File: config.mk
export PLATFORM = sky130hd
export DESIGN_NAME = dbreak_arbiter
export DESIGN_NICKNAME = d
export VERILOG_FILES = /design/src/rtl/dbreak_arbiter.sv
export SDC_FILE = /design/constraint.sdc
export NUM_CORES = 1
export LEC_CHECK = 0
export CAP_MARGIN = 20
export CORE_MARGIN = 1
export CORE_UTILIZATION = 39
export DETAILED_ROUTE_END_ITERATION = 8
export HOLD_SLACK_MARGIN = 0.05
export PLACE_DENSITY = 0.76
export SYNTH_ARGS = -nofsm -noshare
export SYNTH_HDL_FRONTEND = slang
export SYNTH_SLANG_ARGS = --single-unit
export TNS_END_PERCENT = 1
File: constraint.sdc
create_clock -name clk -period 2.05 [get_ports clk]
set_clock_uncertainty 0.05 [all_clocks]
set_input_delay 0.41 -clock clk [delete_from_list [all_inputs] [get_ports clk]]
set_output_delay 0.41 -clock clk [all_outputs]
set_load 0.005 [all_outputs]
File: src/rtl/dbreak_arbiter.sv
// Data-break arbiter: picks one of two DMA channels, holds its request to the
// CPU state machine until bk_ack or watchdog expiry, and returns read data.
module dbreak_arbiter #(
  parameter bit RR      = 1'b1,
  parameter int TIMEOUT = 64,
  parameter int TW      = 7
) (
  input  logic        clk,
  input  logic        reset,
  input  logic        clear,
  input  logic        req0,
  input  logic        req1,
  input  logic [14:0] addr0,
  input  logic [14:0] addr1,
  input  logic        to_dev0,
  input  logic        to_dev1,
  input  logic [11:0] wdata0,
  input  logic [11:0] wdata1,
  output logic        bk_req,
  output logic [14:0] bk_addr,
  output logic        bk_to_dev,
  output logic [11:0] bk_wdata,
  input  logic        bk_ack,
  input  logic [11:0] bk_rdata,
  output logic [11:0] rdata,
  output logic        done0,
  output logic        done1,
  output logic        err0,
  output logic        err1,
  output logic        busy
);

  typedef enum logic [1:0] {
    ST_IDLE,
    ST_WAIT,
    ST_RECOVER
  } state_e;

  localparam logic [TW-1:0] WD_LAST = TW'(TIMEOUT - 1);

  state_e        state_q;
  logic [TW-1:0] wd_q;
  logic          last_q;
  logic          owner_q;
  logic          bk_req_q;
  logic [14:0]   bk_addr_q;
  logic          bk_to_dev_q;
  logic [11:0]   bk_wdata_q;
  logic [11:0]   rdata_q;
  logic [1:0]    done_q;
  logic [1:0]    err_q;
  logic          busy_q;

  logic          any_req;
  logic          win_d;

  // With both channels asking, round-robin favours the one that did not win last.
  always_comb begin
    any_req = req0 | req1;
    if (req0 && req1) win_d = RR ? ~last_q : 1'b0;
    else              win_d = req1;
  end

  // NOTE: every register in this block is assigned with <= so all state
  // updates see the values from before the clock edge.
  always_ff @(posedge clk) begin
    if (reset) begin
      state_q     <= ST_IDLE;
      wd_q        <= '0;
      last_q      <= 1'b1;
      owner_q     <= 1'b0;
      bk_req_q    <= 1'b0;
      bk_addr_q   <= '0;
      bk_to_dev_q <= 1'b0;
      bk_wdata_q  <= '0;
      rdata_q     <= '0;
      done_q      <= '0;
      err_q       <= '0;
      busy_q      <= 1'b0;
    end else if (clear) begin
      state_q  <= ST_IDLE;
      wd_q     <= '0;
      bk_req_q <= 1'b0;
      done_q   <= '0;
      err_q    <= '0;
      busy_q   <= 1'b0;
    end else begin
      done_q <= '0;
      err_q  <= '0;
      case (state_q)
        ST_IDLE: begin
          if (any_req) begin
            owner_q     <= win_d;
            last_q      <= win_d;
            bk_addr_q   <= win_d ? addr1 : addr0;
            bk_to_dev_q <= win_d ? to_dev1 : to_dev0;
            bk_wdata_q  <= win_d ? wdata1 : wdata0;
            wd_q        <= '0;
            bk_req_q    <= 1'b1;
            busy_q      <= 1'b1;
            state_q     <= ST_WAIT;
          end
        end
        ST_WAIT: begin
          // An ack on the watchdog's last count still completes the cycle.
          if (bk_ack) begin
            rdata_q         <= bk_rdata;
            done_q[owner_q] <= 1'b1;
            bk_req_q        <= 1'b0;
            state_q         <= ST_RECOVER;
          end else if (wd_q == WD_LAST) begin
            err_q[owner_q] <= 1'b1;
            bk_req_q       <= 1'b0;
            state_q        <= ST_RECOVER;
          end else begin
            wd_q <= wd_q + TW'(1);
          end
        end
        ST_RECOVER: begin
          busy_q  <= 1'b0;
          state_q <= ST_IDLE;
        end
        default: begin
          bk_req_q <= 1'b0;
          busy_q   <= 1'b0;
          state_q  <= ST_IDLE;
        end
      endcase
    end
  end

  assign bk_req    = bk_req_q;
  assign bk_addr   = bk_addr_q;
  assign bk_to_dev = bk_to_dev_q;
  assign bk_wdata  = bk_wdata_q;
  assign rdata     = rdata_q;
  assign done0     = done_q[0];
  assign done1     = done_q[1];
  assign err0      = err_q[0];
  assign err1      = err_q[1];
  assign busy      = busy_q;

endmodule
======== Word-level counts from Yosys, hierarchy flattened ========
Cells that the tools add are included.
cells by class
  div/mod/pow operators ................... 0
  add/sub/neg operators ................... 1
  bitwise gates (word level) .............. 7
  shifts and indexed selects .............. 0
  equality and inequality tests ........... 7
  $mul .................................... 0
  $lt $le $gt $ge ......................... 2
  muxes and demuxes ....................... 19
  reduce and logical (&&, ||, !) cells .... 13
operators with widths
  operator                                                    count
  two-way mux 7 bit                                           3
  two-way mux 15 bit                                          1
  case mux 7 bit (2 select lines)                             1
  two-way mux 12 bit                                          1
  AND reduction 3 bit                                         3
  adder 7 x 1 -> 7 bit, second input constant                 1
  equality test 7 x 6 -> 1 bit, second input constant         1
  two-way mux 1 bit                                           6
  two-way mux 2 bit                                           3
  inequality test 2 bit, second input constant                3
  NOT 1 bit                                                   6
  OR reduction 5 bit                                          1
  case mux 2 bit (2 select lines)                             1
  AND reduction 2 bit                                         2
  AND reduction 4 bit                                         1
  OR reduction 4 bit                                          1
  inequality test 3 bit, second input constant                1
  case mux 1 bit (3 select lines)                             1
  equality test 2 x 1 -> 1 bit, second input constant         1
  equality test 2 bit, second input constant                  1
  logical AND 1 bit                                           2
  logical NOT 2 bit                                           1
  less-than comparator 1 x 2 -> 1 bit, second input constant  1
  case mux 1 bit (2 select lines)                             1
  other kinds (5)                                             5
storage, ports and cells
  memories ................................ 0
  bits of input ports ..................... 74
  logic and storage cells ................. 61
  ROM bits ................................ 0
  register bits after elaboration ......... 57
  RAM bits ................................ 0
  output and inout bits ................... 46
  latch bits .............................. 0

======== Logic depth before layout (Yosys ltp) ========
  word-level depth ........................ 4
  gate-level depth with buffers ........... 5
  depth with buffers taken out ............ 5

======== Worst setup path before layout ========
Ideal clock, no wire load.
  path kind ............................... reg2reg
  start ................................... register wd_q[0]
  end ..................................... register wd_q[0]
  path buffers ............................ 0
  required time ........................... 1.921 ns
  stages on the path, launching flop included .. 6
  setup slack ............................. 0.606 ns
  clock period less this slack ............ 1.444 ns
  arrival ................................. 1.315 ns
  setup time .............................. 0.079 ns
  cell sequence ........................... dfxtp_1 ha_1 nand2_1 nor4b_2 nor2_1 a211oi_2
on the way
  longest elaborated chain between the ends .. 4
  elaborated cells between the ends (all ways) .. 7
  classes of those cells .................. 1 x add/sub; 2 x eq/ne; 3 x mux; 1 x reduce/logical
ends and longest elaborated chain
  what                             line  source
  from (decl)                      42    logic [TW-1:0] wd_q;
  from (signal assigned)           116   wd_q <= wd_q + TW'(1);
  adder 7 x 1 -> 7 bit             116
  two-way mux 7 bit                111   end else if (wd_q == WD_LAST) begin
  two-way mux 7 bit                106   if (bk_ack) begin
  case mux 7 bit (2 select lines)  90    case (state_q)
Parallel ways exist; a longest one is shown, timed or not. The select of a mux whose other input is x is not followed.
A chain may end at the register's enable or synchronous reset.

======== Final worst setup path ========
  start ................................... input port req0
  end ..................................... register owner_q
on the way
  longest elaborated chain between the ends .. 2
  elaborated cells between the ends (all ways) .. 4
  classes of those cells .................. 1 x mux; 1 x bitwise; 2 x reduce/logical
ends and longest elaborated chain
  what                                                                       line    source
  from (decl)                                                                11      input logic req0,
  bitwise OR 1 bit / logical AND 1 bit (equally long branches)               59, 60
  AND reduction 3 bit (no line) / two-way mux 1 bit (equally long branches)  --
  to (signal assigned)                                                       93      owner_q <= win_d;
  to (decl)                                                                  44      logic owner_q;
Parallel ways exist; a longest one is shown, timed or not.

==> metrics <==
cell depth of the worst hold path 1; Synth area leader dfxtp_1; Inserted Clock Buffers 9; final setup TNS 0 ns; Layout Cells excl Fill 450; CTS H-tree lvls 3; Sw Share 22.0%; Slew Limit Headroom 60.5%; pre-CTS setup slack -0.0384 ns; number of flops mapped to enable cells by yosys 0; setup ws final 0.317 ns; startpoint type of the worst setup path input port; Inserted Diodes 0; row count 29; Congestion Overflow GR 0; Net Switching 0.684 mW; first-pass GRT wire length 10.1 mm; Max Freq 577 MHz; Inst Count DP 434; Synth Instances 246; met2 GRT Util 30.2%; Hold Crit Class flop to flop; vias in the first global route 2202; FF+latch count, synth 57; failing checks design-rule violations; top-area cell type share of the netlist area 43.7%; Util after Layout 64.4%; final hold vios 0; CP Max Fanout 59; Critical Path RT 2.19 ns; CTS root buffer clkbuf_8; most common cell in the netlist dfxtp_1; syn avg cell area 10.6 um2; postcts setup bufs 0; clk_lat worst skew 0.33 ns; GR Util met3 5.74%; post-route ant nets 0; dpl cell area 3870 um2; max cap viols 0; Tcrit/Tclk final 84.5%; Routability Congestion 0.827; Clock Sinks 57; IO buf count 119; post-layout min period 1.73 ns; crit path from req0; Async S/R FF share, synth 0%; RSZ-0062 raised after global routing no; Die H 83.9 um; Final Cell Area 4140 um2; endpoints failing setup 0; hold_sp owner_q; peak supply drop 0.571 mV; Syn Nets 321; combinational share of power 18.0%; final WL 6.28 mm; top cells by area, synth dfxtp_1 (44%), a211oi_2 (14%), mux2i_1 (11%); Critical Path AT 1.88 ns; WL/cell 14.0 um; PwrDens 750 nW/um2; warnings from Yosys 0; drt drc 26; status finished, violations left; CTS tree done; Clk pwr share 43.1%; drt first-iter violations 90; total number of vias 2253; Core Box Area 6420 um2; cts repair resizes 0; DR pass1 iterations 7; vias per cell 5.01; Final nets 443; WS Path Type input port to flop; register area share after synthesis 43.7%; Worst R2R Path Depth 5; CTS max path bufs 2; part of the power in registers 39.0%; main flop type after synthesis dfxtp_1; clock-pin transition on the worst setup and hold timing paths 0.06 ns; crit path capture type flop; met1 global-route usage 21.3%; largest net degree at the start of global routing 60; slew at the pin closest to its max-slew limit 0.593 ns; GR peak layer met2; initial antenna violation count 0; Layout area overhead 58.3%; most frequent cells after synthesis dfxtp_1 (57), nor2_1 (41), mux2i_1 (30); Die Span X 83.9 um; DP Wirelength 4.66 mm; Leakage 1.52 nW; GRT Overall Usage 18.2%; hold buffer count at cts 0; Initial Util 40.7%; Syn Std Cell Area 2610 um2; reg-to-reg critical path startpoint wd_q[0]; Max Transition Viols Final 0; Die ar. 7030 um2; Power Internal 2.42 mW; layout cells sized above 1 17.4%; library cells used by synthesis 38; IO Pins 120
-- worst paths after layout --
| path | slack, ns | end |
|---|---|---|
| worst max-delay path | 0.32 | owner_q |
| worst min-delay path | 0.45 | err_q[0] |
| worst max register to register | 0.35 | wd_q[3] |
| worst min register to register | 0.45 | err_q[0] |
-- cells by family after synthesis --
kind of cell | Yosys count | share of synthesized area, %
buf+inv | 21 | 5.22
mux | 30 | 11.5
compound gates | 62 | 24.5
fa+ha+maj | 1 | 0.479
simple gates | 75 | 14.7
flops | 57 | 43.7
-- per-layer routing --
layer / up-vias / wire [um]
li1: 1135 / -
met1: 1031 / 2670
met2: 79 / 2960
met3: 8 / 569
met4: 0 / 88
met5: - / 0
-- state kept, by name (all words and copies together) (netlist names) --
name	cells
bk_wdata	12
err_q	2
owner_q	1
wd_q	7
state_q	2
bk_to_dev	1
bk_addr	15
bk_req	1
rdata	12
last_q	1
done_q	2
busy	1
-- stage by stage --
step                      total power [mW]  hold slack, ns
final                                 3.10           0.448
after CTS                             3.15           0.447
after floorplan                       1.49           0.376
after global placement                1.79           0.431
after global routing                  3.24           0.483
after detailed placement              1.80           0.430
-- final cells by class --
type	instances	area, um2
Sequential cell	57	1140
Multi-Input combinational cell	168	1340
Inverter	4	15.0
Fill cell	548	2280
Timing Repair Buffer	128	1280
Tap cell	77	96.3
Clock inverter	4	97.6
Clock buffer	12	165
-- power by group through the flow --
stage | Sequential (mW) | Clock [mW] | Combinational (mW)
after floorplan | 1.23 | 0 | 0.260
after global placement | 1.23 | 0 | 0.555
after detailed placement | 1.23 | 0 | 0.567
after CTS | 1.21 | 1.37 | 0.569
after global routing | 1.22 | 1.42 | 0.604
final | 1.21 | 1.34 | 0.558
-- critical path, stage by stage --
cell and delay, ns:
clkdlybuf4s50_1 0.57, nor2_1 0.11, nor4_4 0.20, buf_12 0.32, mux2i_1 0.22, nor2_1 0.05
-- placed cells by master (no fill, tap or decap), types with 2 or more instances in the layout --
cell | netlist | final
mux2i_1 | 30 | 30
inv_1 | 4 | 4
buf_4 | 3 | 7
bufinv_16 | 0 | 3
buf_12 | 0 | 2
a21oi_1 | 4 | 4
clkdlybuf4s50_1 | 0 | 118
o31ai_2 | 2 | 2
dfxtp_1 | 57 | 57
o21ai_0 | 2 | 2
nand2_1 | 3 | 3
clkbuf_8 | 0 | 12
nor2_1 | 41 | 41
nor2b_1 | 12 | 12
o22a_1 | 11 | 11
nor3_1 | 6 | 6
a21boi_0 | 2 | 2
a2bb2oi_1 | 3 | 3
o21ai_1 | 2 | 2
a211oi_2 | 29 | 29
nand3_1 | 3 | 3
Note: power is estimated with default switching activity, not from simulation.
